--- src/rtl/universal_range_counter_pkg.sv ---
// Shared constants and types for the universal range counter.
// Mode and direction encodings match the raw mode_sat / up input bits.
package universal_range_counter_pkg;

    localparam logic MODE_WRAP = 1'b0;
    localparam logic MODE_SAT  = 1'b1;
    localparam logic DIR_DN    = 1'b0;
    localparam logic DIR_UP    = 1'b1;

    // The winning update source on each edge, in descending priority order.
    typedef enum logic [2:0] {
        SRC_HOLD,
        SRC_CLR,
        SRC_LOAD,
        SRC_FIX,
        SRC_COUNT
    } upd_src_e;

endpackage

--- src/rtl/universal_range_counter_next_calc.sv ---
// Combinational step arithmetic for a count that is known to be inside the window.
// Sums are formed one bit wider than the counter, so nothing wraps silently at 2**N.
module ucnt_next_calc
    import universal_range_counter_pkg::*;
#(
    parameter int N      = 8,
    parameter int STEP_W = 4
) (
    input  logic [N-1:0]      q,
    input  logic [STEP_W-1:0] step,
    input  logic [N-1:0]      lim_lo,
    input  logic [N-1:0]      lim_hi,
    input  logic              up,
    input  logic              mode_sat,
    output logic [N-1:0]      q_nxt,
    output logic              hit
);

    logic [N:0] w_step;
    logic [N:0] w_sum;
    logic [N:0] w_downFloor;

    assign w_step      = (N+1)'(step);
    assign w_sum       = {1'b0, q} + w_step;
    // Counting down stays in the window exactly when q - step >= lo, i.e. q >= lo + step.
    assign w_downFloor = {1'b0, lim_lo} + w_step;

    always_comb begin
        q_nxt = q;
        hit   = 1'b0;
        if (step != '0) begin
            if (up == DIR_UP) begin
                if (w_sum <= {1'b0, lim_hi}) begin
                    q_nxt = w_sum[N-1:0];
                end else begin
                    hit   = 1'b1;
                    q_nxt = (mode_sat == MODE_SAT) ? lim_hi : lim_lo;
                end
            end else begin
                if ({1'b0, q} >= w_downFloor) begin
                    q_nxt = q - N'(step);
                end else begin
                    hit   = 1'b1;
                    q_nxt = (mode_sat == MODE_SAT) ? lim_lo : lim_hi;
                end
            end
        end
    end

endmodule

--- src/rtl/universal_range_counter.sv ---
// Up/down counter over a programmable window with wrap or saturate at the limits.
// Holds the count and event flags; step arithmetic lives in ucnt_next_calc.
module universal_range_counter
    import universal_range_counter_pkg::*;
#(
    parameter int N      = 8,
    parameter int STEP_W = 4
) (
    input  logic              clk,
    input  logic              reset,
    input  logic              syn_clr,
    input  logic              load,
    input  logic              en,
    input  logic              up,
    input  logic              mode_sat,
    input  logic [STEP_W-1:0] step,
    input  logic [N-1:0]      lim_lo,
    input  logic [N-1:0]      lim_hi,
    input  logic [N-1:0]      d,
    input  logic              clr_ovf,
    output logic [N-1:0]      q,
    output logic              max,
    output logic              min,
    output logic              bnd_evt,
    output logic              ovf_sticky,
    output logic              cfg_err
);

    logic [N-1:0] r_q;
    logic         r_bndEvt;
    logic         r_ovfSticky;

    upd_src_e     w_src;
    logic [N-1:0] w_calcQ;
    logic         w_calcHit;
    logic [N-1:0] w_qNext;
    logic         w_bndNext;
    logic         w_ovfNext;
    logic         w_outOfRange;

    ucnt_next_calc #(
        .N      (N),
        .STEP_W (STEP_W)
    ) u_nextCalc (
        .q        (r_q),
        .step     (step),
        .lim_lo   (lim_lo),
        .lim_hi   (lim_hi),
        .up       (up),
        .mode_sat (mode_sat),
        .q_nxt    (w_calcQ),
        .hit      (w_calcHit)
    );

    assign cfg_err      = (lim_lo > lim_hi);
    assign w_outOfRange = (r_q < lim_lo) || (r_q > lim_hi);

    // A bad window freezes the counter entirely until the limits are fixed.
    always_comb begin
        w_src = SRC_HOLD;
        if (cfg_err) begin
            w_src = SRC_HOLD;
        end else if (syn_clr) begin
            w_src = SRC_CLR;
        end else if (load) begin
            w_src = SRC_LOAD;
        end else if (en && w_outOfRange) begin
            w_src = SRC_FIX;
        end else if (en) begin
            w_src = SRC_COUNT;
        end
    end

    always_comb begin
        w_qNext   = r_q;
        w_bndNext = 1'b0;
        case (w_src)
            SRC_CLR:   w_qNext = lim_lo;
            SRC_LOAD: begin
                if (d < lim_lo) begin
                    w_qNext = lim_lo;
                end else if (d > lim_hi) begin
                    w_qNext = lim_hi;
                end else begin
                    w_qNext = d;
                end
            end
            SRC_FIX:   w_qNext = (r_q < lim_lo) ? lim_lo : lim_hi;
            SRC_COUNT: begin
                w_qNext   = w_calcQ;
                w_bndNext = w_calcHit;
            end
            default:   w_qNext = r_q;
        endcase
        // A new boundary event beats a simultaneous clear request.
        w_ovfNext = w_bndNext ? 1'b1 : (clr_ovf ? 1'b0 : r_ovfSticky);
    end

    always_ff @(posedge clk or negedge reset) begin
        if (!reset) begin
            r_q         <= '0;
            r_bndEvt    <= 1'b0;
            r_ovfSticky <= 1'b0;
        end else begin
            r_q         <= w_qNext;
            r_bndEvt    <= w_bndNext;
            r_ovfSticky <= w_ovfNext;
        end
    end

    assign q          = r_q;
    assign bnd_evt    = r_bndEvt;
    assign ovf_sticky = r_ovfSticky;
    assign max        = (r_q == lim_hi);
    assign min        = (r_q == lim_lo);

endmodule

--- config.mk ---
export PLATFORM = sky130hd
export DESIGN_NAME = universal_range_counter
export DESIGN_NICKNAME = d
export VERILOG_FILES = /design/src/rtl/universal_range_counter_pkg.sv /design/src/rtl/universal_range_counter_next_calc.sv /design/src/rtl/universal_range_counter.sv
export SDC_FILE = /design/constraint.sdc
export NUM_CORES = 1
export LEC_CHECK = 0
export ABC_CLOCK_PERIOD_IN_PS = 7500
export BUFFER_PORTS_ARGS = -buffer_cell sky130_fd_sc_hd__buf_4
export CAP_MARGIN = 25
export CELL_PAD_IN_SITES_DETAIL_PLACEMENT = 1
export CELL_PAD_IN_SITES_GLOBAL_PLACEMENT = 2
export CORE_ASPECT_RATIO = 0.75
export CORE_UTILIZATION = 24
export CTS_CLUSTER_SIZE = 28
export DETAILED_ROUTE_END_ITERATION = 7
export HOLD_SLACK_MARGIN = 0.03
export PLACE_DENSITY_LB_ADDON = 0.1
export SLEW_MARGIN = 30
export SYNTH_ARGS = -nofsm -noshare
export SYNTH_HDL_FRONTEND = slang
export SYNTH_SLANG_ARGS = --single-unit
--- constraint.sdc ---
create_clock -name clk -period 7.5 [get_ports clk]
set_input_delay 1.875 -clock clk [delete_from_list [all_inputs] [get_ports clk]]
set_output_delay 1.875 -clock clk [all_outputs]
set_load 0.005 [all_outputs]
==> results.md <==
- Cell area after synthesis: 3334 um^2
- Setup crit start kind: primary input
- Synth top area cells: ha_1, dfrtp_1, o21ai_0
- Die area: 14370 um^2
- Count leader, synth: ha_1
- PD cells: 191.7 nW/um^2
- Outcome: finished, violations left
- Hold Path Class: register to register
- Slew margin rel.: 36.88%
- Most frequent cells after synthesis: ha_1, o21ai_0, inv_1
- CTS Buffer Depth: 2
- Crit Path Class: primary input to register
- Synth async-reset ratio: 100.0%
- Flops & latches, synth: 10
- Skew final: 0.003200 ns
- Synth Flop Type: dfrtp_1
- Number of global-route vias before repair: 3772
- Post-Route Setup TNS: 0 ns
- Sw power: 0.0003949 W
- Crit. End Element: register
- Minimum clock period: 5.862 ns
- P_int: 0.0003621 W
- Post-synth EDFFs: 0
- Mapped Cells: 431
- Routed Antenna Nets: 0
- Final #Nets: 577
- Area Overhead vs Synth: 18.42%
- M3 GR Usage: 3.131%
- Failing checks: DRC
- Final HPWL DP: 12510 um
- DP Cell Count: 637
- RSZ-0062 raised after global routing: false
- Clock Tree Root: clkbuf_16
- Total gr overflow: 0
- Cts repair resizes: 0
- GRT Util Overall: 21.32%
- Max capacitance violation total: 0
- Synth Warn #: 0
- Num CTS Buffers: 3
- Final cell count without fillers: 641
- Max Freq: 170.6 MHz
- Slew @ Worst Pin: 0.9411 ns
- Lkg Pwr: 1.787 nW
- Crit path required time: 7.65 ns
- Maximum VDD drop: 0.08984 mV
- Sequential Power Share: 13.7%
- Site Rows: 36
- Worst path cell trace: buf_4 -> ha_1 -> inv_1 -> fa_1 -> nor2b_1 -> o21a_1 -> or2_2 -> and3_1 -> xnor2_1 -> ha_1 -> and3_1 -> a221oi_1 -> o21a_1 -> nor2_1 -> and3_1 -> or4b_1 -> a31oi_1
- CP max stage delay: 0.50 ns
- Initial antenna violation count: 0
- Combinational share of power: 72.0%
- Switching Share: 52.17%
- Largest net degree at the start of global routing: 27
- CP dominant cell by count: and3_1
- Worst path bufs/invs: 2
- Met1 GRT Util: 33.41%
- First-pass GRT wire length: 23350 um
- Drt wl/cell: 23.56 um
- Final Cycle Share: 78.16%
- Hold-fix buffer count after cts: 0
- Worst skew pair latency: 0.24 ns
- Via density: 5.754
- Drt drc: 9
- Clock share of power: 14.3%
- Post-synthesis sequential area ratio: 7.505%
- Postcts setup bufs: 0
- Ratio of cells with drive above 1 in the final layout: 15.32%
- Post-Syn Nets: 537
- Fin. Hold Viols: 0
- Die height: 104.1 um
- Chip width: 138.1 um
- Synthesized area per cell: 7.737 um^2
- Synth top area share: 25.14%
- Initial Util: 25.09%
- Synth area leader: ha_1
- Max FO, Critical Path: 9
- I/O pins: 49
- Core Box Area: 13290 um^2
- R2r setup slk: 2.89 ns
- CTS tree: done
- Placer Congestion: 0.8644
- Worst path top cell family by delay: simple AND/OR/NAND/NOR gates
- Initial DRC count: 202
- Port bufs: 48
- Clock transition at path regs: 0.04 ns
- Via count: 3688
- CP max stage cell: or4b_1
- Initial DRT Pass Iterations: 6
- Synth unique cells: 72
- Slew Limit Fails: 0
- H-tree levels: 1
- Busiest metal layer after global routing: met1
- Worst EP arrival: 6.01 ns
- DRT Wirelength: 15100 um
- Met2 usage: 30.50%
- Setup-failing EPs final: 0
- Clk sinks: 10
- Diode count: 0
[per-layer routing]
metal | up-vias | part of all wire (%)
li1 | 1738 | -
met1 | 1814 | 54
met2 | 121 | 39
met3 | 15 | 5.4
met4 | 0 | 1.2
met5 | - | 0
[power by group through the flow]
stage | Combinational (W) | Clock, W | Sequential (W)
finish | 0.000545 | 0.000109 | 0.000103
global route | 0.000607 | 0.000116 | 0.000107
CTS | 0.000540 | 0.000111 | 0.000104
detailed placement | 0.000536 | 0 | 0.000105
global placement | 0.000530 | 0 | 0.000105
floorplan | 0.000364 | 0 | 0.0000824
[cells in the final DEF, fill, tap and decap left out, types with 10 or more instances in the layout]
cell / n
mux2i_1: 11
buf_4: 49
inv_1: 37
a211oi_1: 15
nor2_1: 19
nand3_1: 17
dfrtp_1: 10
ha_1: 67
xnor2_1: 11
nand2_1: 22
o21ai_0: 39
a21oi_1: 28
[per-stage QoR]
| stage | cell area, um^2 | hold WS (ns) | power (W) | setup WS [ns] | util (%) |
|---|---|---|---|---|---|
| 2_1_floorplan | 3334 | 0.5256 | 0.0004464 | 2.348 | - |
| 6_report | 3949 | 0.5298 | 0.0007570 | 1.638 | 29.72 |
| 3_3_place_gp | 3854 | 0.5313 | 0.0006349 | 1.538 | 29.00 |
| 5_1_grt | 3949 | 0.5542 | 0.0008299 | 1.290 | 29.72 |
| 3_5_place_dp | 3854 | 0.5314 | 0.0006409 | 1.487 | 29.00 |
| 4_1_cts | 3943 | 0.5385 | 0.0007552 | 1.707 | 29.67 |
[path summary, 6_finish.rpt]
check | from | end | cells after the start
min reg2reg | ovf_sticky | ovf_sticky | 2
max in group asynchronous | reset | q[6] | 1
min | ovf_sticky | ovf_sticky | 2
max reg2reg | q[2] | q[7] | 14
max | lim_lo[0] | q[6] | 17
min in group asynchronous | reset | bnd_evt | 1
[registers in the layout, indices dropped and copies added, names as in the netlist]
name and count:
ovf_sticky 1, q 8, bnd_evt 1
[tightest hold or removal path, cell delays in order, from the launching register on]
cell,delay (ns)
dfrtp_1,0.37
inv_1,0.05
o22ai_1,0.06
[layout make-up]
type                    instances  area [um^2]
fillers                      1603         9339
multi-input cells             368         2882
repair buffers                 49        367.9
flip-flops and latches         10        250.2
well taps                     171        214.0
inverters                      39        146.4
clock buffers                   4        88.84
[cell families after synthesis]
logic type	synth area share, %
compound gates	33.73
xor+xnor	3.940
flops	7.505
simple gates	17.30
fa+ha+maj	26.94
mux	4.315
buf+inv	6.266
(Power assumes the default switching activity.)
